==> config.mk <==
export PLATFORM = sky130hd
export DESIGN_NAME = sw_job_ctrl
export DESIGN_NICKNAME = d
export VERILOG_FILES = /design/src/rtl/sw_pkg.sv /design/src/rtl/sw_job_fifo.sv /design/src/rtl/sw_job_ctrl.sv
export SDC_FILE = /design/constraint.sdc
export NUM_CORES = 1
export LEC_CHECK = 0
export ABC_AREA = 1
export CAP_MARGIN = 10
export CORE_MARGIN = 5
export CORE_UTILIZATION = 54
export CTS_CLUSTER_DIAMETER = 50
export DETAILED_ROUTE_END_ITERATION = 6
export PLACE_DENSITY = 0.87
export REMOVE_ABC_BUFFERS = 1
export SLEW_MARGIN = 25
export SYNTH_ARGS = -nofsm -noshare
export SYNTH_HDL_FRONTEND = slang
export SYNTH_SLANG_ARGS = --single-unit
export TNS_END_PERCENT = 30
==> constraint.sdc <==
create_clock -name clk -period 3.4 [get_ports clk]
set_clock_uncertainty 0.05 [all_clocks]
set_input_delay 0.51 -clock clk [delete_from_list [all_inputs] [get_ports clk]]
set_output_delay 0.51 -clock clk [all_outputs]
set_load 0.01 [all_outputs]
==> src/rtl/sw_pkg.sv <==
// rtl/sw_pkg.sv - shared FSM encoding, job-entry layout and PE constant derivation
package sw_pkg;

    typedef enum logic [2:0] {
        S_IDLE   = 3'd0,
        S_LAUNCH = 3'd1,
        S_ARM    = 3'd2,
        S_RUN    = 3'd3,
        S_DONE   = 3'd4
    } sw_state_t;

    // Fields are 32 bits wide; callers keep the low CALC_BIT bits (two's complement wraps correctly).
    typedef struct packed {
        logic [31:0] match;
        logic [31:0] mismatch;
        logic [31:0] alpha;
        logic [31:0] beta;
        logic [31:0] a2;
        logic [31:0] ab;
        logic [31:0] ma_a;
        logic [31:0] mis_a;
    } sw_const_t;

    // Entry layout, MSB first: {mode, tag, match, mismatch, alpha, beta}.
    function automatic int entry_width(input int match_bit, input int tag_bit);
        return 1 + tag_bit + 4 * match_bit;
    endfunction

    function automatic sw_const_t derive_consts(input logic [31:0] match,
                                                input logic [31:0] mismatch,
                                                input logic [31:0] alpha,
                                                input logic [31:0] beta,
                                                input logic        linear);
        sw_const_t   d;
        logic [31:0] beta_eff;
        beta_eff   = linear ? alpha : beta;
        d.match    = match;
        d.mismatch = -mismatch;
        d.alpha    = -alpha;
        d.beta     = -beta_eff;
        d.a2       = -(alpha << 1);
        d.ab       = -(alpha + beta_eff);
        d.ma_a     = match - alpha;
        d.mis_a    = -(mismatch + alpha);
        return d;
    endfunction

endpackage

==> src/rtl/sw_job_fifo.sv <==
// rtl/sw_job_fifo.sv - synchronous job FIFO with push, pop, flush, full and empty
module sw_job_fifo #(
    parameter int WIDTH = 8,
    parameter int DEPTH = 4
) (
    input  logic             clk,
    input  logic             rst_n,
    input  logic             push_i,
    input  logic             pop_i,
    input  logic             flush_i,
    input  logic [WIDTH-1:0] wdata_i,
    output logic [WIDTH-1:0] rdata_o,
    output logic             full_o,
    output logic             empty_o,
    output logic             empty_next_o
);

    localparam int AW = $clog2(DEPTH);

    logic [AW:0]      wr_q, wr_d, rd_q, rd_d;
    logic [WIDTH-1:0] mem_q [DEPTH];
    logic             do_push, do_pop;

    assign full_o  = (wr_q[AW] != rd_q[AW]) && (wr_q[AW-1:0] == rd_q[AW-1:0]);
    assign empty_o = (wr_q == rd_q);

    // A flush wins over any same-cycle push or pop.
    assign do_push = push_i & ~full_o & ~flush_i;
    assign do_pop  = pop_i & ~empty_o & ~flush_i;

    always_comb begin
        wr_d = wr_q;
        rd_d = rd_q;
        if (flush_i) begin
            wr_d = '0;
            rd_d = '0;
        end else begin
            if (do_push) wr_d = wr_q + (AW+1)'(1);
            if (do_pop)  rd_d = rd_q + (AW+1)'(1);
        end
    end

    assign empty_next_o = (wr_d == rd_d);

    always_ff @(posedge clk or negedge rst_n) begin
        if (!rst_n) begin
            wr_q <= '0;
            rd_q <= '0;
        end else begin
            wr_q <= wr_d;
            rd_q <= rd_d;
        end
    end

    always_ff @(posedge clk) begin
        if (do_push) mem_q[wr_q[AW-1:0]] <= wdata_i;
    end

    assign rdata_o = mem_q[rd_q[AW-1:0]];

endmodule

==> src/rtl/sw_job_ctrl.sv <==
// rtl/sw_job_ctrl.sv - Smith-Waterman job controller: job queue, PE constants, start/done sequencing
module sw_job_ctrl
    import sw_pkg::*;
#(
    parameter int MATCH_BIT   = 8,
    parameter int CALC_BIT    = 16,
    parameter int QUEUE_DEPTH = 4,
    parameter int TAG_BIT     = 4,
    parameter int ARM_TIMEOUT = 15
) (
    input  logic                clk,
    input  logic                rst_n,
    input  logic                cmd_valid_i,
    output logic                cmd_ready_o,
    input  logic [MATCH_BIT-1:0] match_i,
    input  logic [MATCH_BIT-1:0] mismatch_i,
    input  logic [MATCH_BIT-1:0] alpha_i,
    input  logic [MATCH_BIT-1:0] beta_i,
    input  logic                mode_i,
    input  logic [TAG_BIT-1:0]  tag_i,
    input  logic                flush_i,
    output logic                start_o,
    input  logic                array_busy_i,
    input  logic [CALC_BIT-1:0] max_result_i,
    output logic [CALC_BIT-1:0] match_o,
    output logic [CALC_BIT-1:0] mismatch_o,
    output logic [CALC_BIT-1:0] alpha_o,
    output logic [CALC_BIT-1:0] beta_o,
    output logic [CALC_BIT-1:0] a2_o,
    output logic [CALC_BIT-1:0] ab_o,
    output logic [CALC_BIT-1:0] ma_a_o,
    output logic [CALC_BIT-1:0] mis_a_o,
    output logic                busy_o,
    output logic                done_o,
    output logic [TAG_BIT-1:0]  done_tag_o,
    output logic [CALC_BIT-1:0] done_score_o,
    output logic                timeout_o
);

    if (CALC_BIT < MATCH_BIT + 2 || CALC_BIT > 32) begin : g_bad_calc_bit
        $error("sw_job_ctrl: CALC_BIT must be in [MATCH_BIT+2, 32]");
    end
    if (QUEUE_DEPTH < 2 || (QUEUE_DEPTH & (QUEUE_DEPTH - 1)) != 0) begin : g_bad_depth
        $error("sw_job_ctrl: QUEUE_DEPTH must be a power of two >= 2");
    end
    if (ARM_TIMEOUT < 1) begin : g_bad_timeout
        $error("sw_job_ctrl: ARM_TIMEOUT must be >= 1");
    end

    localparam int EW  = entry_width(MATCH_BIT, TAG_BIT);
    localparam int ACW = $clog2(ARM_TIMEOUT + 1);
    localparam int KW  = 8 * CALC_BIT;
    localparam logic [ACW-1:0]      ARM_LIM = ACW'(ARM_TIMEOUT);
    localparam logic [CALC_BIT-1:0] K_ZERO  = '0;
    localparam logic [CALC_BIT-1:0] K_ONES  = '1;
    // Order: match, mismatch, alpha, beta, a2, ab, ma_a, mis_a.
    localparam logic [KW-1:0] K_RST = {K_ZERO, K_ONES, K_ONES, K_ONES, K_ONES, K_ONES, K_ZERO, K_ONES};

    logic [EW-1:0]        fifo_wdata, fifo_rdata;
    logic                 fifo_push, fifo_pop, fifo_full, fifo_empty, fifo_empty_next;
    logic                 q_mode;
    logic [TAG_BIT-1:0]   q_tag;
    logic [MATCH_BIT-1:0] q_match, q_mismatch, q_alpha, q_beta;
    sw_const_t            dc;
    logic                 unused_dc;

    sw_state_t            state_q, state_d;
    logic [ACW-1:0]       arm_cnt_q, arm_cnt_d;
    logic                 start_q, start_d, done_q, done_d, timeout_q, timeout_d, busy_q, busy_d;
    logic [TAG_BIT-1:0]   tag_q, tag_d, done_tag_q, done_tag_d;
    logic [CALC_BIT-1:0]  score_q, score_d;
    logic [KW-1:0]        k_q, k_d;
    logic                 can_pop;

    assign cmd_ready_o = ~fifo_full & ~flush_i;
    assign fifo_push   = cmd_valid_i & cmd_ready_o;
    assign fifo_wdata  = {mode_i, tag_i, match_i, mismatch_i, alpha_i, beta_i};
    assign {q_mode, q_tag, q_match, q_mismatch, q_alpha, q_beta} = fifo_rdata;

    sw_job_fifo #(.WIDTH(EW), .DEPTH(QUEUE_DEPTH)) u_fifo (
        .clk          (clk),
        .rst_n        (rst_n),
        .push_i       (fifo_push),
        .pop_i        (fifo_pop),
        .flush_i      (flush_i),
        .wdata_i      (fifo_wdata),
        .rdata_o      (fifo_rdata),
        .full_o       (fifo_full),
        .empty_o      (fifo_empty),
        .empty_next_o (fifo_empty_next)
    );

    assign dc        = derive_consts(32'(q_match), 32'(q_mismatch), 32'(q_alpha), 32'(q_beta), q_mode);
    assign unused_dc = ^dc;

    // A flushed queue must never launch, even if it held an entry this cycle.
    assign can_pop = ~fifo_empty & ~flush_i;

    always_comb begin
        state_d    = state_q;
        arm_cnt_d  = arm_cnt_q;
        start_d    = 1'b0;
        done_d     = 1'b0;
        timeout_d  = timeout_q;
        tag_d      = tag_q;
        done_tag_d = done_tag_q;
        score_d    = score_q;
        k_d        = k_q;
        fifo_pop   = 1'b0;
        case (state_q)
            S_IDLE, S_DONE: begin
                if (can_pop) begin
                    fifo_pop  = 1'b1;
                    state_d   = S_LAUNCH;
                    start_d   = 1'b1;
                    timeout_d = 1'b0;
                    tag_d     = q_tag;
                    k_d       = {dc.match[CALC_BIT-1:0], dc.mismatch[CALC_BIT-1:0],
                                 dc.alpha[CALC_BIT-1:0], dc.beta[CALC_BIT-1:0],
                                 dc.a2[CALC_BIT-1:0],    dc.ab[CALC_BIT-1:0],
                                 dc.ma_a[CALC_BIT-1:0],  dc.mis_a[CALC_BIT-1:0]};
                end else begin
                    state_d = S_IDLE;
                end
            end
            S_LAUNCH: begin
                state_d   = S_ARM;
                arm_cnt_d = '0;
            end
            S_ARM: begin
                if (array_busy_i) begin
                    state_d = S_RUN;
                end else if (arm_cnt_q == ARM_LIM) begin
                    state_d    = S_DONE;
                    timeout_d  = 1'b1;
                    done_d     = 1'b1;
                    done_tag_d = tag_q;
                end else begin
                    arm_cnt_d = arm_cnt_q + ACW'(1);
                end
            end
            S_RUN: begin
                if (!array_busy_i) begin
                    state_d    = S_DONE;
                    score_d    = max_result_i;
                    done_d     = 1'b1;
                    done_tag_d = tag_q;
                end
            end
            default: state_d = S_IDLE;
        endcase
        busy_d = (state_d != S_IDLE) | ~fifo_empty_next;
    end

    always_ff @(posedge clk or negedge rst_n) begin
        if (!rst_n) begin
            state_q    <= S_IDLE;
            arm_cnt_q  <= '0;
            start_q    <= 1'b0;
            done_q     <= 1'b0;
            timeout_q  <= 1'b0;
            busy_q     <= 1'b0;
            tag_q      <= '0;
            done_tag_q <= '0;
            score_q    <= '0;
            k_q        <= K_RST;
        end else begin
            state_q    <= state_d;
            arm_cnt_q  <= arm_cnt_d;
            start_q    <= start_d;
            done_q     <= done_d;
            timeout_q  <= timeout_d;
            busy_q     <= busy_d;
            tag_q      <= tag_d;
            done_tag_q <= done_tag_d;
            score_q    <= score_d;
            k_q        <= k_d;
        end
    end

    assign start_o      = start_q;
    assign done_o       = done_q;
    assign timeout_o    = timeout_q;
    assign busy_o       = busy_q;
    assign done_tag_o   = done_tag_q;
    assign done_score_o = score_q;
    assign {match_o, mismatch_o, alpha_o, beta_o, a2_o, ab_o, ma_a_o, mis_a_o} = k_q;

endmodule

==> flow_metrics.env <==
export IMPL_io_pins=211
export IMPL_start_util_pct=54.5
export IMPL_syn_inst=1280
export IMPL_power_density_nw_per_um2=1050
export IMPL_route_vias_total=9893
export IMPL_synthFlopType="edfxtp_1"
export IMPL_worstMarginPinSlew_ps=794
export IMPL_ir_drop_mv=0.522
export IMPL_fin_nets=1570
export IMPL_wire_per_inst_um=18.0
export IMPL_clk_pin_slew_ps=70
export IMPL_busiest_layer="met2"
export IMPL_cts_tree="done"
export IMPL_clock_path_buffers=3
export IMPL_yosys_register_bits=282
export IMPL_root_buffer="clkbuf_16"
export IMPL_hold_ws_ps=409
export IMPL_hold_class="primary input to async pin"
export IMPL_setup_tns_ps=0
export IMPL_die_y_um=166
export IMPL_grt_pass1_wl_mm=51.8
export IMPL_setup_violations_final=0
export IMPL_syn_avg_cell_area_um2=10.3
export IMPL_synth_area_leader_cell="edfxtp_1"
export IMPL_cts_made_buffers=30
export IMPL_slew_viol_final=0
export IMPL_timing_fmax_mhz=308
export IMPL_port_buffer_count=202
export IMPL_dieWidth_um=166
export IMPL_netlist_area_um2=13200
export IMPL_drcViolationCount=3
export IMPL_cts_sinks=282
export IMPL_routed_wl_mm=32.5
export IMPL_pre_cts_ws_ps=99.1
export IMPL_drtIter0Drc=739
export IMPL_fin_util_pct=67.8
export IMPL_period_needed_ps=3240
export IMPL_grtUsageTotal_pct=22.8
export IMPL_routabilityCongestion=0.897
export IMPL_timing_final_ws_setup_ps=158
export IMPL_yosysSeqAreaShare_pct=59.9
export IMPL_yosysUniqueCellTypes=45
export IMPL_antenna_found_initial=1
export IMPL_synthTopCellsByArea="edfxtp_1 (34%), dfstp_2 (15%), nand2_1 (13%)"
export IMPL_max_slew_margin_pct=46.9
export IMPL_cp_startpoint="u_fifo.rd_q[0]"
export IMPL_status="finished with violations"
export IMPL_max_cap_viol_count=0
export IMPL_hold_viol=0
export IMPL_fin_crit_sh_pct=95.4
export IMPL_ys_warn_count=0
export IMPL_postRouteAntennaNets=0
export IMPL_leakage_nw=7.02
export IMPL_post_cts_buffers=0
export IMPL_violations="design-rule violations"
export IMPL_ctsHtreeMaxLevel=1
export IMPL_dp_hpwl_mm=21.9
export IMPL_arrival_ps=3660
export IMPL_gr_usage_met2_pct=38.3
export IMPL_rows=57
export IMPL_overflow=0
export IMPL_async_flop_share_pct=47.5
export IMPL_synth_common_cells="nand2_1 (440), edfxtp_1 (148), nand3_1 (79)"
export IMPL_core_area_um2=24200
export IMPL_dr_pass1_iters=7
export IMPL_required_ps=3820
export IMPL_grt_use_met1_pct=29.4
export IMPL_use_met3_pct=3.74
export IMPL_grt_pass1_vias=9975
export IMPL_synth_most_common_cell="nand2_1"
export IMPL_drive_above_1_share_pct=14.6
export IMPL_crit_type="flop to flop"
export IMPL_synth_top_area_share_pct=33.7
export IMPL_endpoint_kind="flop"
export IMPL_synth_edf_count=148
export IMPL_grt_max_degree=134
export IMPL_r2r_start="u_fifo.rd_q[0]"
export IMPL_dieArea_um2=27600
export IMPL_clk_latency_ps=550
export IMPL_setup_worst_path_start_class="flop"
export IMPL_viasPerCell=5.47
export IMPL_cp_max_fo=42
export IMPL_syn2layout_area_growth_pct=24.5
==> flip-flops by register name, summed over array words and instances (netlist names) <==
name	count
arm_cnt_q	4
busy_o	1
done_o	1
done_score_o	16
done_tag_o	4
k_q	93
start_o	1
state_q	3
tag_q	4
timeout_o	1
u_fifo.mem_q	148
u_fifo.rd_q	3
u_fifo.wr_q	3
==> worst max-delay path: stages, from the launching register on <==
cell	delay [ps]
dfrtp_2	480
clkbuf_16	250
nand2_1	80
nand2_1	50
o21ai_2	290
inv_1	170
o21ai_2	180
ha_1	170
ha_1	190
inv_1	80
fa_1	400
o21ai_1	230
a31oi_1	150
o211ai_1	280
nand2_1	100
==> what timing repair did <==
action,in CTS,in global routing
hold endpoints to repair,11,0
setup endpoints to repair,0,13
gates resized for setup,0,8
hold buffers,1,0
==> worst paths after layout <==
kind,cells after the start,slack [ps],end
max,14,160,k_q[45]
min reg2reg,2,410,k_q[48]
max reg2reg,14,160,k_q[45]
min,2,410,tag_q[3]
min in group clk,2,410,k_q[48]
max in group asynchronous,3,2030,k_q[69]
==> cell type report <==
| cell class | count | area [µm²] |
|---|---|---|
| multi-input cells | 851 | 4500 |
| inverters | 69 | 267 |
| fillers | 1648 | 7770 |
| well taps | 324 | 405 |
| clock buffers | 35 | 801 |
| flip-flops and latches | 282 | 7890 |
| repair buffers | 225 | 2290 |
| diodes | 1 | 2.50 |
| clock inverters | 20 | 250 |
==> through the flow <==
step	power, W	std cells	cell area, µm²
finish	0.0173	1807	16400
global route	0.0184	1807	16400
CTS	0.0172	1805	16400
detailed placement	0.0137	1749	15300
global placement	0.0133	1749	15300
floorplan	0.0102	1202	12600
==> report_power, final <==
group,leakage (nW),total (W),internal [W],switching (W)
Combinational,3.63,0.00865,0.00369,0.00496
Sequential,2.87,0.00519,0.00470,0.000495
Clock,0.516,0.00341,0.00207,0.00134
Total,7.02,0.0173,0.0105,0.00679
==> kinds of logic after synthesis <==
group                    after synthesis  share of synthesized area [%]
AND/OR/NAND/NOR                      603                           19.0
flip-flops                           282                           59.9
buffers and inverters                154                           6.50
AO/OA/AOI/OAI                        149                           6.45
adder cells (fa/ha/maj)               53                           5.20
XOR/XNOR                              22                           1.52
multiplexers                          16                           1.37
other                                  1                         0.0285
==> cells in the final DEF, fill, tap and decap left out, types with 4 or more instances in the layout <==
cell	instances
edfxtp_1	148
mux2_2	16
conb_1	8
o21ai_0	73
nand3_2	9
o21ai_1	8
inv_6	4
nor2_4	4
o211ai_1	4
inv_2	6
nor2_1	41
buf_12	4
xnor2_1	9
a21oi_1	29
dfrtp_1	57
inv_1	61
clkdlybuf4s50_1	201
clkinv_2	6
nand3_1	79
o22ai_1	10
nand4_1	5
nand2_1	440
nand2_2	15
ha_1	50
o21ai_2	7
clkbuf_16	32
buf_4	16
dfstp_2	76
bufinv_16	5
xor2_1	12
==> routing by layer <==
metal	routed length [µm]	up-vias
met5	0	-
met4	1360	0
li1	-	4603
met3	2490	102
met2	15800	463
met1	12800	4725
Note: power is estimated with default switching activity, not from simulation.
